## src/rtl/ysyx_23060025_lsu_ms.sv

```systemverilog
// ysyx_23060025_lsu_ms: memory-access stage between EXU and WBU issuing AXI4-Lite-style loads/stores
// Optional: define LSU_MISALIGN_CHECK_EN to trap misaligned halfword/word accesses instead of issuing them.
module ysyx_23060025_lsu_ms #(
    parameter int DATA_LEN = 32,
    parameter int ADDR_LEN = 32
) (
    input  logic                clock,
    input  logic                reset,
    input  logic                es_to_ms_valid,
    output logic                ms_allowin_o,
    input  logic                ws_allowin_i,
    output logic                ms_to_ws_valid_o,
    input  logic                mem_en_i,
    input  logic [3:0]          mem_type_i,
    input  logic [ADDR_LEN-1:0] addr_i,
    input  logic [DATA_LEN-1:0] store_data_i,
    input  logic                wd_i,
    input  logic [4:0]          wreg_i,
    input  logic [31:0]         csr_wdata_i,
    input  logic [2:0]          csr_type_i,
    input  logic [11:0]         csr_waddr_i,
    input  logic [31:0]         csr_mcause_i,
    input  logic                ebreak_flag_i,
    output logic                wd_o,
    output logic [4:0]          wreg_o,
    output logic [DATA_LEN-1:0] reg_wdata_o,
    output logic [31:0]         csr_wdata_o,
    output logic [2:0]          csr_type_o,
    output logic [11:0]         csr_waddr_o,
    output logic [31:0]         csr_mcause_o,
    output logic                ebreak_flag_o,
    output logic [31:0]         araddr,
    output logic                arvalid,
    input  logic                arready,
    input  logic [31:0]         rdata,
    input  logic [1:0]          rresp,
    input  logic                rvalid,
    output logic                rready,
    output logic [31:0]         awaddr,
    output logic                awvalid,
    output logic [31:0]         wdata,
    output logic [3:0]          wstrb,
    output logic                wvalid,
    input  logic                awready,
    input  logic                wready,
    input  logic [1:0]          bresp,
    input  logic                bvalid,
    output logic                bready
);
    typedef enum logic [2:0] {IDLE, RD_ADDR, RD_DATA, WR_REQ, WR_RESP, DONE} state_t;
    state_t state, state_n, first_state;
    logic ms_valid, ms_ready_go, capture, aw_done, w_done, mis;
    logic [3:0] mem_type;
    logic [ADDR_LEN-1:0] addr;
    logic [DATA_LEN-1:0] sd, load_val;
    logic [31:0] sh, lane_data;
    logic [3:0] lane_strb;
    logic unused;

    assign unused = ^{rresp, bresp};
`ifdef LSU_MISALIGN_CHECK_EN
    assign mis = mem_en_i & ((mem_type_i[1:0] == 2'b01 & addr_i[0]) | (mem_type_i[1] & addr_i[1:0] != 2'b00));
`else
    assign mis = 1'b0;
`endif
    assign ms_ready_go      = state == DONE;
    assign ms_allowin_o     = !ms_valid | (ms_ready_go & ws_allowin_i);
    assign ms_to_ws_valid_o = ms_valid & ms_ready_go;
    assign capture          = es_to_ms_valid & ms_allowin_o;
    assign first_state      = (!mem_en_i | mis) ? DONE : mem_type_i[3] ? WR_REQ : RD_ADDR;

    assign sh       = rdata >> {addr[1:0], 3'b000};
    assign load_val = mem_type[1:0] == 2'b00 ? {{(DATA_LEN-8){~mem_type[2] & sh[7]}}, sh[7:0]} :
                      mem_type[1:0] == 2'b01 ? {{(DATA_LEN-16){~mem_type[2] & sh[15]}}, sh[15:0]} : sh;
    assign lane_strb = mem_type[1:0] == 2'b00 ? 4'b0001 << addr[1:0] :
                       mem_type[1:0] == 2'b01 ? 4'b0011 << {addr[1], 1'b0} : 4'b1111;
    assign lane_data = mem_type[1:0] == 2'b00 ? {4{sd[7:0]}} :
                       mem_type[1:0] == 2'b01 ? {2{sd[15:0]}} : sd;

    assign arvalid = state == RD_ADDR;
    assign rready  = state == RD_DATA;
    assign bready  = state == WR_RESP;
    assign awvalid = state == WR_REQ & !aw_done;
    assign wvalid  = state == WR_REQ & !w_done;
    assign araddr  = {addr[31:2], 2'b00};
    assign awaddr  = {addr[31:2], 2'b00};
    assign wstrb   = wvalid ? lane_strb : 4'b0000;
    assign wdata   = wvalid ? lane_data : 32'h0;

    // State register
    always_ff @(posedge clock) begin
        state <= reset ? IDLE : state_n;
    end

    // Next-state: a capture in IDLE or DONE jumps straight to the new instruction's first state
    always_comb begin
        state_n = state;
        case (state)
            IDLE:    state_n = capture ? first_state : IDLE;
            RD_ADDR: state_n = arready ? RD_DATA : RD_ADDR;
            RD_DATA: state_n = rvalid ? DONE : RD_DATA;
            WR_REQ:  state_n = ((aw_done | awready) & (w_done | wready)) ? WR_RESP : WR_REQ;
            WR_RESP: state_n = bvalid ? DONE : WR_RESP;
            DONE:    state_n = capture ? first_state : ws_allowin_i ? IDLE : DONE;
            default: state_n = IDLE;
        endcase
    end

    // Per-channel write handshake tracking, cleared whenever WR_REQ is left
    always_ff @(posedge clock) begin
        if (reset || state_n != WR_REQ) begin
            aw_done <= 1'b0;
            w_done  <= 1'b0;
        end else begin
            if (awvalid & awready) aw_done <= 1'b1;
            if (wvalid & wready) w_done <= 1'b1;
        end
    end

    // Stage register: capture instruction fields, then fill in load data on read return
    always_ff @(posedge clock) begin
        if (reset) begin
            ms_valid      <= 1'b0;
            mem_type      <= '0;
            addr          <= '0;
            sd            <= '0;
            wd_o          <= 1'b0;
            wreg_o        <= '0;
            reg_wdata_o   <= '0;
            csr_wdata_o   <= '0;
            csr_type_o    <= '0;
            csr_waddr_o   <= '0;
            csr_mcause_o  <= '0;
            ebreak_flag_o <= 1'b0;
        end else if (capture) begin
            ms_valid      <= 1'b1;
            mem_type      <= mem_type_i;
            addr          <= addr_i;
            sd            <= store_data_i;
            wd_o          <= wd_i & ~(mem_en_i & mem_type_i[3]) & ~mis;
            wreg_o        <= wreg_i;
            reg_wdata_o   <= addr_i;
            csr_wdata_o   <= mis ? addr_i : csr_wdata_i;
            csr_type_o    <= mis ? 3'b100 : csr_type_i;
            csr_waddr_o   <= csr_waddr_i;
            csr_mcause_o  <= mis ? (mem_type_i[3] ? 32'd6 : 32'd4) : csr_mcause_i;
            ebreak_flag_o <= ebreak_flag_i;
        end else begin
            if (ms_to_ws_valid_o & ws_allowin_i) ms_valid <= 1'b0;
            if (state == RD_DATA & rvalid) reg_wdata_o <= load_val;
        end
    end
endmodule

```

## config.mk

```make
export PLATFORM = sky130hd
export DESIGN_NAME = ysyx_23060025_lsu_ms
export DESIGN_NICKNAME = d
export VERILOG_FILES = /design/src/rtl/ysyx_23060025_lsu_ms.sv
export SDC_FILE = /design/constraint.sdc
export NUM_CORES = 1
export LEC_CHECK = 0
export BUFFER_PORTS_ARGS = -buffer_cell sky130_fd_sc_hd__buf_2
export CAP_MARGIN = 20
export CELL_PAD_IN_SITES_DETAIL_PLACEMENT = 1
export CELL_PAD_IN_SITES_GLOBAL_PLACEMENT = 1
export CORE_MARGIN = 4
export CORE_UTILIZATION = 29
export CTS_CLUSTER_SIZE = 24
export DETAILED_ROUTE_END_ITERATION = 12
export MAX_ROUTING_LAYER = met4
export PLACE_DENSITY_LB_ADDON = 0.1
export SLEW_MARGIN = 10
export SYNTH_ARGS = -nofsm -noshare
export SYNTH_HDL_FRONTEND = slang
export SYNTH_SLANG_ARGS = --single-unit
```

## constraint.sdc

```tcl
create_clock -name clock -period 1.7 [get_ports clock]
set_input_delay 0.17 -clock clock [delete_from_list [all_inputs] [get_ports clock]]
set_output_delay 0.17 -clock clock [all_outputs]
set_load 0.05 [all_outputs]
```

==> run metrics <==
DRC viols 0; syn avg cell area about 7.7 sq um; synthesis-to-finish area growth 68.3%; Hold Fails Final Rpt 0; share of cells above drive strength 1 39.7%; largest area contributor in the netlist dfxtp_1; CTS tree built; CP peak stage delay between 300 and 400 ps; crit-path cells buf_6 > and3b_2 > nand2b_4 > buf_12 > a21oi_4 > buf_12; Internal Power about 8.3 mW; CP max stage cell dfxtp_2; Reg clk slew, reported paths ~70 ps; placed cell count 1837; final total power between 10 and 15 mW; reg-to-reg startpoint state[1]; DIE WIDTH approximately 180 microns; post-layout util about half; asr flop ratio synth 0%; Tightest Pin Transition roughly 600 ps; critical path depth in cells 6; Max clock buf depth 2; Iter 0 DRT Violations ~380; Synth area leaders dfxtp_1 44%, nand2_1 15%, a21oi_1 11%, buf_4 6.7%, mux2i_1 4.4%; Critical Path Sink Type output port; maximum vdd drop 498 uV; Crit path max-delay family buffers and inverters; Root Driver clkbuf_16; drt via density between 4 and 5; post-DP HPWL roughly 26000 microns; Final Slew Violations 0; reg2reg setup slack -120 ps; crit path to wstrb[1]; core box area 29000 sq um; Main synth FF type dfxtp_1; I/O Pins around 430; initial antenna violation count 7; Synth Instances between 1000 and 1500; Pwr Density about 890 nW/um^2; DRT Pass-1 Iters 5; final hold slack 20.3 ps; r2r worst-path depth 8; Worst Setup Start Kind register; Seq cells post-synth between 150 and 200; switching power summed over all nets 4.56 mW; pre-CTS setup slack -28.6 ps; clock network fraction of design power 32.8%; WP buf/inv 3; first-pass GRT wire length 57200 microns; TritonCTS Buffers 17; ANT nets after route 0; Synth Warn # 0; RSZ-0062 raised after global routing true; crit-path max FO 7; WP data arrival roughly 1800 ps; Die Ht about 180 microns; top cell type's share of synthesized area ~44%; final count of negative-setup-slack endpoints 40; Mapped Area 8610 sq um; clock skew roughly 24 ps; Final min period a little under 2000 ps; failing checks setup timing; Critical Path Start state[2]; Global Route Usage Sum about 22%; vias in the first global route approximately 10000; DP Area 11300 sq um; via count between 9000 and 10000; slew margin rel. approximately three fifths; Setup WS post-layout -271 ps; Starting Density 29.7%; DR WL/cell 19.7 microns; most used cell along the critical path buf_12; kind of critical path reg2out; fin nets roughly 1800; final WL between 40000 and 50000 microns; Skew-Pair Late Insertion Delay around 440 ps; Sequential Power Share about 39%; setup tns final -8820 ps; Seq/Total Area, Yosys ~44%; port bufs 416; largest net degree at the start of global routing 56; Cell Count, Final, Fillers Out about 2000; Post-synth EDFFs 0; num rows 62; post-route clock period utilization 116%; Sw Share a little over a third; Comb power frac between 20% and 30%; Min-Delay Path Class in2reg; RePlAce Congestion around 0.8; r2r endpoint csr_mcause_o[4]; H-tree depth 4; static leakage around 6.4 nW; Critical Path RT between 1500 and 2000 ps; FMAX roughly 500 MHz; status finished with violations; GRT overflow 0; clk sinks between 150 and 200; full die area around 33000 sq um; maxcap violations 0; Distinct cells, synth about 50; design area between 10000 and 15000 sq um
[timing repair]
| action | CTS | global route |
|---|---|---|
| hold endpoints to repair | 138 | 1 |
| endpoints found under the setup margin | 71 | 162 |
| cloned | 2 | 15 |
| hold buffers | 138 | 1 |
| pin swaps | 5 | 21 |
| buffers inserted | 4 | 8 |
| gates resized for setup | 93 | 110 |
[worst min-delay path by stage]
| stage | end | depth (start not counted) | slack, ps | startpoint |
|---|---|---|---|---|
| 3_3_place_gp | csr_mcause_o[20] | 3 | 410 | csr_mcause_i[20] |
| 2_1_floorplan | sd[16] | 2 | 310 | store_data_i[16] |
| 5_1_grt | reg_wdata_o[7] | 3 | 20 | addr_i[7] |
| 4_1_cts | addr[18] | 3 | 2 | addr_i[18] |
| 6_report | addr[1] | 3 | 20 | addr_i[1] |
| 3_5_place_dp | csr_mcause_o[16] | 3 | 420 | csr_mcause_i[16] |
[tightest hold or removal path: cells and delay by family]
| kind | cells | cell delay (ps) |
|---|---|---|
| AOI/OAI and AO/OA | 1 | 70 |
| buffers and inverters | 1 | 110 |
| and+or+nand+nor | 1 | 50 |
[sequential cells by signal (all words and copies together) (netlist names), 3 cells and up]
signal,cells
reg_wdata_o,32
csr_type_o,3
csr_mcause_o,32
addr,32
csr_wdata_o,32
mem_type,3
csr_waddr_o,12
wreg_o,5
state,3
sd,32
[power by group through the flow]
| stage | logic (mW) | registers [mW] | clock network [mW] |
|---|---|---|---|
| after global routing | 3.91 | 4.99 | 4.53 |
| after global placement | 3.00 | 5.04 | 0 |
| after detailed placement | 3.03 | 5.04 | 0 |
| after floorplan | 1.51 | 5.64 | 0 |
| after CTS | 3.36 | 4.94 | 4.35 |
| final | 3.68 | 4.95 | 4.21 |
[Yosys cell counts, types with 2 or more instances]
| cell type | n |
|---|---|
| a211oi_1 | 14 |
| o22ai_1 | 15 |
| mux2i_1 | 38 |
| and2_1 | 10 |
| o21ai_0 | 11 |
| a221oi_1 | 2 |
| inv_1 | 3 |
| nor3_1 | 2 |
| and2_0 | 7 |
| a21boi_0 | 15 |
| nand2_1 | 340 |
| clkbuf_1 | 41 |
| o31a_1 | 2 |
| mux2_2 | 2 |
| buf_2 | 26 |
| buf_1 | 2 |
| nand2b_1 | 6 |
| dfxtp_1 | 191 |
| a21oi_1 | 189 |
| a311oi_1 | 8 |
| buf_6 | 2 |
| nor2b_1 | 2 |
| nand3b_1 | 8 |
| buf_4 | 77 |
| nor2_1 | 72 |
| a31oi_1 | 9 |
[layout by cell type (no fill, tap or decap), types with 8 or more instances in the layout]
cell           instances
buf_2                372
nand2_1              334
dfxtp_1              186
a21oi_1              151
dlygate4sd3_1        139
nor2_1                51
buf_4                 47
mux2i_1               36
buf_6                 29
a21oi_2               28
clkbuf_16             28
buf_12                25
nor2_4                19
buf_8                 19
o22ai_1               14
a211oi_1              13
a21oi_4               10
o21ai_0                9
a31oi_1                9
a21boi_2               9
and2_2                 8
nand3b_1               8
[layout make-up]
cell class	count	area, sq um
Multi-Input combinational cell	781	4460
Timing Repair Buffer	645	5080
Sequential cell	191	3830
Antenna cell	7	17.5
Fill cell	3502	14500
Clock inverter	13	163
Tap cell	384	480
Inverter	4	17.5
Clock buffer	19	443
[kinds of logic (layout without fill, tap and decap cells)]
group,after synthesis,count (layout),synth area share [%]
AOI/OAI and AO/OA,273,274,18.0
buffers and inverters,153,681,10.7
xor gates and xnor gates,1,1,0.102
muxes,41,41,4.85
DFF,191,191,44.4
other,1,11,0.0436
and+or+nand+nor,459,461,21.8
[layer usage]
metal,share of wire (%),track usage [%],vias up,wire length (microns)
met3,5.5,4.86,66,2210
met2,51,39.0,320,20500
met5,0,-,-,0
met4,3.2,7.77,0,1270
li1,-,-,4709,-
met1,40,25.7,4665,16200
No activity file was read; power rests on OpenSTA's default activity.
